[config.mk]
export PLATFORM = sky130hd
export DESIGN_NAME = bc_timing_control
export DESIGN_NICKNAME = d
export VERILOG_FILES = /design/src/rtl/bc_timing_control.sv
export SDC_FILE = /design/constraint.sdc
export NUM_CORES = 1
export LEC_CHECK = 0
export ABC_AREA = 1
export CAP_MARGIN = 20
export CORE_MARGIN = 3
export CORE_UTILIZATION = 39
export CTS_BUF_LIST = sky130_fd_sc_hd__clkbuf_2 sky130_fd_sc_hd__clkbuf_4 sky130_fd_sc_hd__clkbuf_8
export DETAILED_ROUTE_END_ITERATION = 16
export DONT_BUFFER_PORTS = 1
export PLACE_DENSITY = 0.61
export SLEW_MARGIN = 10
export SYNTH_ARGS = -nofsm -noshare
export SYNTH_HDL_FRONTEND = slang
export SYNTH_SLANG_ARGS = --single-unit
[constraint.sdc]
create_clock -name clk -period 2.2 [get_ports clk]
set_input_delay 0.66 -clock clk [delete_from_list [all_inputs] [get_ports clk]]
set_output_delay 0.66 -clock clk [all_outputs]
set_load 0.005 [all_outputs]
[src/rtl/bc_timing_control.sv]
// ---------------------------------------------------------------------------
// bc_timing_control
//
// Sequence counter and timing/control generator for the Basic Computer.
// It takes the one-hot decoded opcode d[7:0] and the IR addressing-mode bit
// from upstream logic. From those it produces one-hot timing slots
// t[2**SC_WIDTH-1:0] and the fetch/decode/dispatch strobes that sequence the
// register datapath. It also owns the run/halt S flip-flop.
//
// Optional feature macro: SINGLE_STEP_EN
//   When defined, the input step_mode is added. With step_mode=1, an
//   accepted end-of-instruction (sc_clr) also halts the machine.
//
// Ports:
//   clk           rising-edge clock
//   rst_n         asynchronous active-low reset
//   start         level; starts execution when halted
//   hlt           HLT microop from execute logic
//   sc_clr        end-of-instruction; clears the sequence counter
//   step_mode     (SINGLE_STEP_EN only) halt after each instruction
//   d[7:0]        one-hot decoded opcode D0..D7
//   i_bit         IR[15] addressing-mode bit
//   t             one-hot timing slots, all zero when halted
//   sc            current sequence count
//   running       S flip-flop
//   fetch_ar_pc   T0 strobe  (AR<-PC)
//   fetch_ir_mem  T1 strobe  (IR<-M[AR], PC<-PC+1)
//   decode_en     T2 strobe  (decode IR, AR<-IR[11:0], latch I)
//   indirect      D7'.I.T3   (AR<-M[AR])
//   reg_ref       D7.I'.T3
//   io_ref        D7.I.T3
//   err_timeout   sticky: counter wrapped without sc_clr
//   err_decode    sticky: d not one-hot at T3 while running
//
// FETCH_LEN must be smaller than 2**SC_WIDTH. SC_WIDTH must be at least 2,
// so that the T3 dispatch slot exists.
// ---------------------------------------------------------------------------
module bc_timing_control #(
  parameter int SC_WIDTH  = 4,
  parameter int FETCH_LEN = 3
) (
  input  logic                       clk,
  input  logic                       rst_n,
  input  logic                       start,
  input  logic                       hlt,
  input  logic                       sc_clr,
`ifdef SINGLE_STEP_EN
  input  logic                       step_mode,
`endif
  input  logic [7:0]                 d,
  input  logic                       i_bit,
  output logic [(2**SC_WIDTH)-1:0]   t,
  output logic [SC_WIDTH-1:0]        sc,
  output logic                       running,
  output logic                       fetch_ar_pc,
  output logic                       fetch_ir_mem,
  output logic                       decode_en,
  output logic                       indirect,
  output logic                       reg_ref,
  output logic                       io_ref,
  output logic                       err_timeout,
  output logic                       err_decode
);

  localparam int                T_WIDTH    = 2**SC_WIDTH;
  localparam logic [SC_WIDTH-1:0] SC_FETCH = SC_WIDTH'(FETCH_LEN);
  localparam logic [SC_WIDTH-1:0] SC_LAST  = '1;
  // Slot in which the opcode is dispatched and d must be one-hot.
  localparam logic [SC_WIDTH-1:0] SC_DISPATCH = SC_WIDTH'(3);

  typedef enum logic {
    HALTED  = 1'b0,
    RUNNING = 1'b1
  } state_t;

  state_t              state_reg;
  logic [SC_WIDTH-1:0] sc_reg;
  logic                err_timeout_reg;
  logic                err_decode_reg;

  logic                d_one_hot;
  logic                step_halt;

  // Exactly one bit set: nonzero, and clearing the lowest set bit leaves zero.
  assign d_one_hot = (d != 8'd0) && ((d & (d - 8'd1)) == 8'd0);

`ifdef SINGLE_STEP_EN
  assign step_halt = step_mode;
`else
  assign step_halt = 1'b0;
`endif

  always_ff @(posedge clk or negedge rst_n) begin
    if (!rst_n) begin
      state_reg       <= HALTED;
      sc_reg          <= '0;
      err_timeout_reg <= 1'b0;
      err_decode_reg  <= 1'b0;
    end else begin
      case (state_reg)
        HALTED: begin
          // hlt and sc_clr have no meaning while halted; only start matters.
          sc_reg <= '0;
          if (start) begin
            state_reg <= RUNNING;
          end
        end
        RUNNING: begin
          // The decode check is independent of what the same edge does
          // to the counter (a halt at T3 still records a bad opcode).
          if (sc_reg == SC_DISPATCH && !d_one_hot) begin
            err_decode_reg <= 1'b1;
          end
          if (hlt) begin
            state_reg <= HALTED;
            sc_reg    <= '0;
          end else if (sc_clr && sc_reg >= SC_FETCH) begin
            // End of instruction. An sc_clr during the fetch slots falls
            // through to the increment, so fetch cannot be aborted.
            sc_reg <= '0;
            if (step_halt) begin
              state_reg <= HALTED;
            end
          end else if (sc_reg == SC_LAST) begin
            // Instruction never signalled its end. Restart from T0 and flag it.
            sc_reg          <= '0;
            err_timeout_reg <= 1'b1;
          end else begin
            sc_reg <= sc_reg + 1'b1;
          end
        end
        default: begin
          state_reg <= HALTED;
          sc_reg    <= '0;
        end
      endcase
    end
  end

  assign running     = (state_reg == RUNNING);
  assign sc          = sc_reg;
  assign err_timeout = err_timeout_reg;
  assign err_decode  = err_decode_reg;

  // One-hot slot decode. Gating by running keeps t at zero while halted.
  genvar gi;
  generate
    for (gi = 0; gi < T_WIDTH; gi++) begin : g_slot
      assign t[gi] = running && (sc_reg == SC_WIDTH'(gi));
    end
  endgenerate

  assign fetch_ar_pc  = t[0];
  assign fetch_ir_mem = t[1];
  assign decode_en    = t[2];
  assign indirect     = t[3] & ~d[7] &  i_bit;
  assign reg_ref      = t[3] &  d[7] & ~i_bit;
  assign io_ref       = t[3] &  d[7] &  i_bit;

endmodule

After elaboration in Yosys (flattened, before gate mapping)
Cells that the tools add are included.

Reduce and logical (&&, ||, !) cells: 25. Mux-type cells: 7. Shift operators: 0. Divide/modulo/power cells: 0. $mul: 0. Equal/unequal tests: 15. Add/sub/neg operators: 2. Bitwise gates (word level): 11. Magnitude comparators: 1.

Operators with widths (count): equality test 4 bit, second input constant (8); logical AND 1 bit (19); equality test 4 x 3 -> 1 bit, second input constant (4); two-way mux 4 bit (3); bitwise AND 8 bit (1); equality test 4 x 2 -> 1 bit, second input constant (2); logical NOT 8 bit (1); one-hot mux 4 bit (2 select lines) (1); nonzero test 8 bit (1); subtractor 8 x 1 -> 8 bit, second input constant (1); bitwise AND 1 bit (5); inverter 1 bit (5); adder 4 x 1 -> 4 bit, second input constant (1); equality test 4 x 1 -> 1 bit, second input constant (1); >= comparator 4 x 2 -> 1 bit, second input constant (1); logical NOT 4 bit (1); AND reduction 4 bit (1); two-way mux 1 bit (2); one-hot mux 1 bit (2 select lines) (1); AND reduction 2 bit (1); logical NOT 1 bit (1).

RAM bits: 0. Logic and storage cells: 65. Memories kept: 0. Input port bits: 14. Memory bits (read-only): 0. Register bits: 7. Output and inout port bits: 29. Bits in latches: 0.

Logic depth before layout (Yosys ltp)
Gate-level depths: netlist of the first run.

Depth in word-level cells: 7. Mapped depth: 8. Depth with buffers taken out: 8.

Worst setup path after synthesis of the first run
OpenSTA, ideal clock, no wires.

Path type: register to output. From: register sc_reg[0] (netlist: sc[0]). To: output io_ref. Data arrival time: 1102 ps. Path buffers: 0. Path slack: 438 ps. Data required time: 1540 ps. Cell stages (with the launch flop): 6. Cell sequence: dfrtp_1 ha_1 nand2_1 nor2_2 nand2_1 nor2_1.

Word-level cells in the longest chain between the ends: 4.

RTL lines: start: declaration (RTL line 77) `logic [SC_WIDTH-1:0] sc_reg;`; start signal: assignment (RTL line 129) `sc_reg <= sc_reg + 1'b1;`; equality test 4 x 2 -> 1 bit (RTL line 149) `assign t[gi] = running && (sc_reg == SC_WIDTH'(gi));`; logical AND 1 bit (RTL line 149); net t[3] (RTL line 52) `output logic [(2**SC_WIDTH)-1:0] t,`; bitwise AND 1 bit (2 in a row) (RTL line 158) `assign io_ref = t[3] & d[7] & i_bit;`; end: declaration (RTL line 60) `output logic io_ref,`.

The timed path passes the listed nets, and every way through them passes these cells.

Worst setup path after layout of the first run
From: register sc_reg[1] (netlist: sc[1]). To: output io_ref.

The elaborated chain is that of the path after synthesis.

==> metrics.yaml, run 1 <==
synth_top_family_by_area: "simple AND/OR/NAND/NOR gates"
netlist_instances: 95
drt-initial-drc-count: 3
seqPwrFrac: 0.462
tightest_slew_ps: 337
synth-simple-area-share: 0.438
whs_ps: 110
critPathArrivalTime_ps: 1380
setup_ws_ps: 164
ant_nets: 0
power_leakage_nw: 0.295
drc: 0
regToRegSetupSlack_ps: 880
cell_internal_pwr_mw: 0.233
synth.yosys.seq_area_share: 0.295
die-height_um: 45.0
max_freq_mhz: 491
worstSkewPairLatency_ps: 240
critPathCaptureType: "output port"
syn_area_per_cell_um2: 6.26
postCtsHoldBufs: 0
fp.coreArea_um2: 1370
power.total_mw: 0.316
area_growth_syn_to_layout_pct: 6.32
cts_tree: "done"
cts.sinks: 7
synth.distinct_cells: 20
yosysWarnings: 0
drv_cap: 0
drive_gt1_frac: 0.115
cp_max_fo: 5
wl_per_cell_um: 11.4
port_buffers: 0
finalCriticalPeriod_ps: 2040
grt_max_degree: 8
finalClockSkew_ps: 0.908
largest_reg_flops: 4
setup_violations: 0
dieArea_um2: 2030
synthMuxAreaShare: 0
yosysTopAreaCell: "dfrtp_1"
cts_setup_buffers: 0
dpl.hpwl_um: 1080
p_sw_mw: 0.0831
final_util: 0.462
die_w_um: 45.0
path_class: "register to output port"
via_per_inst: 4.85
drt_pass1_iterations: 2
drv_slew: 0
swShare: 0.263
synth_flop_cell: "dfrtp_1"
synth_seq_cells: 7
root_buffer: "clkbuf_4"
status: "completed"
n_antenna_cell: 0
synth_area_um2: 594
cts_resized: 0
synth_nets: 113
routed_wl_um: 1260
antenna_found_initial: 0
synth_async_sr_flop_share: 1.00
yosys.area.top_type_share: 0.295
nets: 115
clk_pin_slew_ps: 50
row_count: 13
pwr-share-clk: 0.388
overflow: 0
synth_compound_area_frac: 0.0463
initial_core_util: 0.435
relSlewSlack: 0.773
synth_edf_count: 0
worst_ir_drop_vdd_mv: 0.272
grt_pass1_vias: 498
power-per-cell-area_nw_per_um2: 501
netlist_top_cells_count: "nor2_1 (32), nand2_1 (25), inv_1 (10)"
track_usage: 0.131
synthAdderAreaFrac: 0.0842
setup_tns_ps: 0
timing.final.crit_share: 0.925
place_congestion: 0.817
cp.required_ps: 1540
grt_pass1_wl_um: 1940
hold_viol: 0
ios: 43
synthXorXnorAreaFrac: 0.0295
critPathLaunchType: "register"
synthTopCellsByArea: "dfrtp_1 (29%), nor2_1 (20%), nand2_1 (16%)"
numCtsBuffers: 3
min_path_type: "primary input to asynchronous set/reset pin"
rsz0062_at_grt: "no"
htreeDepth: 1
combPwrFrac: 0.150
pre_cts_ws_ps: 310
vias: 538
cts_buffer_depth: 2
synth_most_common_cell: "nor2_1"
worst paths after layout:
check                           cells past startpoint     endpoint         from
worst max register to register                      5        sc[0]        sc[1]
worst min register to register                      1  err_timeout  err_timeout
worst max-delay path                                5       io_ref        sc[1]
max in group asynchronous                           0        sc[0]        rst_n
worst min-delay path                                0  err_timeout        rst_n
min in group clk                                    1  err_timeout  err_timeout
layout make-up:
cell class | instances | area, um2
well taps | 15 | 18.8
inverters | 11 | 41.3
clock buffers | 4 | 30.0
multi-input cells | 74 | 365
flip-flops and latches | 7 | 176
fillers | 157 | 734
critical path, cell delays in order, from the launching register on:
cell,delay [ps]
dfrtp_1,420
ha_2,250
nand2_2,110
nor2_4,160
nand2_1,70
nor2_1,120
through the flow:
stage	cell area, um2	cells
global placement	591	107
floorplan	594	95
finish	632	111
global route	632	111
CTS	621	111
detailed placement	591	107
layer usage:
layer | up-vias | track usage | share of wire
met5 | - | 0 | 0
met4 | 0 | 0.0585 | 0.0032
met3 | 2 | 0.0518 | 0.11
met2 | 21 | 0.195 | 0.46
met1 | 233 | 0.165 | 0.42
li1 | 282 | - | -
power groups by stage:
stage | clock, mW | combinational [mW] | sequential (mW)
CTS | 0.129 | 0.0478 | 0.145
detailed placement | 0 | 0.0475 | 0.147
global placement | 0 | 0.0472 | 0.147
finish | 0.123 | 0.0475 | 0.146
floorplan | 0 | 0.0472 | 0.145
global route | 0.138 | 0.0568 | 0.148
logic make-up after synthesis:
| kind of cell | count (synthesis) |
|---|---|
| DFF | 7 |
| buffers and inverters | 14 |
| and+or+nand+nor | 64 |
| xor gates and xnor gates | 2 |
| AOI/OAI and AO/OA | 4 |
| adders and majority gates | 4 |
cells in the final DEF (no fill, tap or decap), drive strengths merged:
cell    count
nor2       34
nand2      25
inv        11
dfrtp       7
clkbuf      4
ha          4
or2         2
xnor2       1
nor3        1
a21boi      1
o21ai       1
nor4        1
nand3       1
xor2        1
a21o        1
o21bai      1
(Power assumes the default switching activity.)
==> run 2, diff against run 1 <==
--- a/config.mk
+++ b/config.mk
@@ -13,7 +13,6 @@
 export DETAILED_ROUTE_END_ITERATION = 16
 export DONT_BUFFER_PORTS = 1
 export PLACE_DENSITY = 0.61
-export SLEW_MARGIN = 10
 export SYNTH_ARGS = -nofsm -noshare
 export SYNTH_HDL_FRONTEND = slang
 export SYNTH_SLANG_ARGS = --single-unit
==> results of run 2 <==
Final layout, timing and power as in run 1 (identical DEF).
==> run 3, diff against run 2 <==
--- a/config.mk
+++ b/config.mk
@@ -7,11 +7,12 @@
 export LEC_CHECK = 0
 export ABC_AREA = 1
 export CAP_MARGIN = 20
-export CORE_MARGIN = 3
+export CORE_MARGIN = 2
 export CORE_UTILIZATION = 39
 export CTS_BUF_LIST = sky130_fd_sc_hd__clkbuf_2 sky130_fd_sc_hd__clkbuf_4 sky130_fd_sc_hd__clkbuf_8
 export DETAILED_ROUTE_END_ITERATION = 16
 export DONT_BUFFER_PORTS = 1
+export HOLD_SLACK_MARGIN = 0.08
 export PLACE_DENSITY = 0.61
 export SYNTH_ARGS = -nofsm -noshare
 export SYNTH_HDL_FRONTEND = slang
==> constraint.sdc (replaced) <==
create_clock -name clk -period 2 [get_ports clk]
set_input_delay 0.6 -clock clk [delete_from_list [all_inputs] [get_ports clk]]
set_output_delay 0.6 -clock clk [all_outputs]
set_load 0.005 [all_outputs]
==> run 3 against run 2 <==
Worst hold slack improved by 300 ps. Largest cell class unchanged. Register-to-register slack got worse by 230 ps. Critical endpoint unchanged. Critical path depth stayed put. Utilization shrank 0.41 points. Sequential cell count is the same. Critical path type unchanged.
==> metrics.yaml, run 3 (synthesized netlist as in run 1, its figures left out) <==
critPathCaptureType: "output port"
largest_reg_flops: 4
htreeDepth: 1
min_path_type: "primary input to register"
ant_nets: 0
drive_gt1_frac: 0.172
final_cell_mix: "nor2_1 (31), nand2_1 (24), inv_1 (10), clkbuf_4 (4), dfrtp_2 (4)"
layout.cells.non_filler: 115
nets: 118
finalClockSkew_ps: 4.45
grt_use_met2: 0.227
dieArea_um2: 1850
cts_tree: "done"
power-per-cell-area_nw_per_um2: 546
max_freq_mhz: 529
power_leakage_nw: 0.306
grt_max_degree: 8
stdcell_area_um2: 674
finalCriticalPeriod_ps: 1890
die-height_um: 43.0
drv_cap: 0
status: "completed"
placed_cell_area_um2: 599
grt_pass1_wl_um: 2100
relSlewSlack: 0.770
area_growth_syn_to_layout_pct: 13.5
drt-initial-drc-count: 11
path_class: "register to output port"
numCtsBuffers: 3
vias: 557
met1_usage: 0.206
die_w_um: 43.0
row_count: 14
setup_violations: 0
dpl.hpwl_um: 1050
routed_wl_um: 1300
cts_buffer_depth: 2
grt_use_met3: 0.0681
mostFrequentLayoutCell: "nor2_1"
ios: 43
tightest_slew_ps: 342
critPathArrivalTime_ps: 1290
fp.coreArea_um2: 1470
n_antenna_cell: 0
drc: 0
drt_pass1_iterations: 4
grt_pass1_vias: 511
antenna_found_initial: 0
cp.required_ps: 1400
wl_per_cell_um: 11.3
hold_viol: 0
worstSkewPairLatency_ps: 260
initial_core_util: 0.404
worst_ir_drop_vdd_mv: 0.337
setup_tns_ps: 0
track_usage: 0.154
grt_busiest_layer: "met2"
overflow: 0
rsz0062_at_grt: "no"
place_congestion: 0.737
port_buffers: 0
critPathLaunchType: "register"
cts.sinks: 7
via_per_inst: 4.84
drv_slew: 0
cp_max_fo: 6
clk_pin_slew_ps: 50
dp.cells: 109
timing.final.crit_share: 0.945
root_buffer: "clkbuf_4"
## run 3: changes by cell type in the layout (fill, tap and decap cells not counted)
cell,before,now
dfrtp_1,6,3
dfrtp_2,1,4
buf_4,0,2
dlygate4sd3_1,0,1
ha_2,1,0
ha_4,0,1
nor2_1,32,31
nor2_2,0,1
## run 3: final timing paths
path,start,endpoint,slack [ps],depth (start not counted)
worst max-delay path,sc[3],io_ref,110,5
worst min-delay path,sc_clr,sc[2],410,1
worst max register to register,sc[0],sc[0],650,6
worst min register to register,err_timeout,err_timeout,490,1
max in group asynchronous,rst_n,sc[1],1080,1
min in group asynchronous,rst_n,err_timeout,670,1
## run 3: area by class of cell
type	instances	area (um2)
Inverter	11	41.3
Multi-Input combinational cell	74	378
Timing Repair Buffer	3	25.0
Sequential cell	7	180
Fill cell	163	797
Clock buffer	4	30.0
Tap cell	16	20.0
## run 3: per-layer routing
layer | part of all wire | vias to the layer above | wire [um]
li1 | - | 292 | -
met1 | 0.43 | 238 | 555
met2 | 0.46 | 25 | 599
met3 | 0.10 | 2 | 136
met4 | 0.0062 | 0 | 8
met5 | 0 | - | 0
## run 3: what timing repair did
action / 4_1_cts / 5_1_grt
hold buffers: 1 / 0
setup endpoints to repair: 3 / 3
pin swaps: 2 / 1
endpoints found under the hold margin: 7 / 0
gates resized for setup: 5 / 4
setup buffers: 1 / 0
## run 3: per-stage QoR
stage          worst slack (ps)  utilization  hold WS (ps)  power [mW]
2_1_floorplan               298            -           304       0.211
3_3_place_gp                210        0.407           305       0.218
3_5_place_dp                172        0.407           305       0.219
4_1_cts                    3.72        0.446           406       0.370
5_1_grt                    1.38        0.458           403       0.396
6_report                    110        0.458           407       0.368
## run 3: power by group
part	internal, mW	switching, mW
clock network	0.0898	0.0543
logic	0.0247	0.0416
registers	0.149	0.00892
## run 3: worst max-delay path: stages, from the launching register on
cell and delay, ps:
dfrtp_2 460, nor2_2 140, inv_1 120, nor2_4 120
nand2_1 70, nor2_1 120
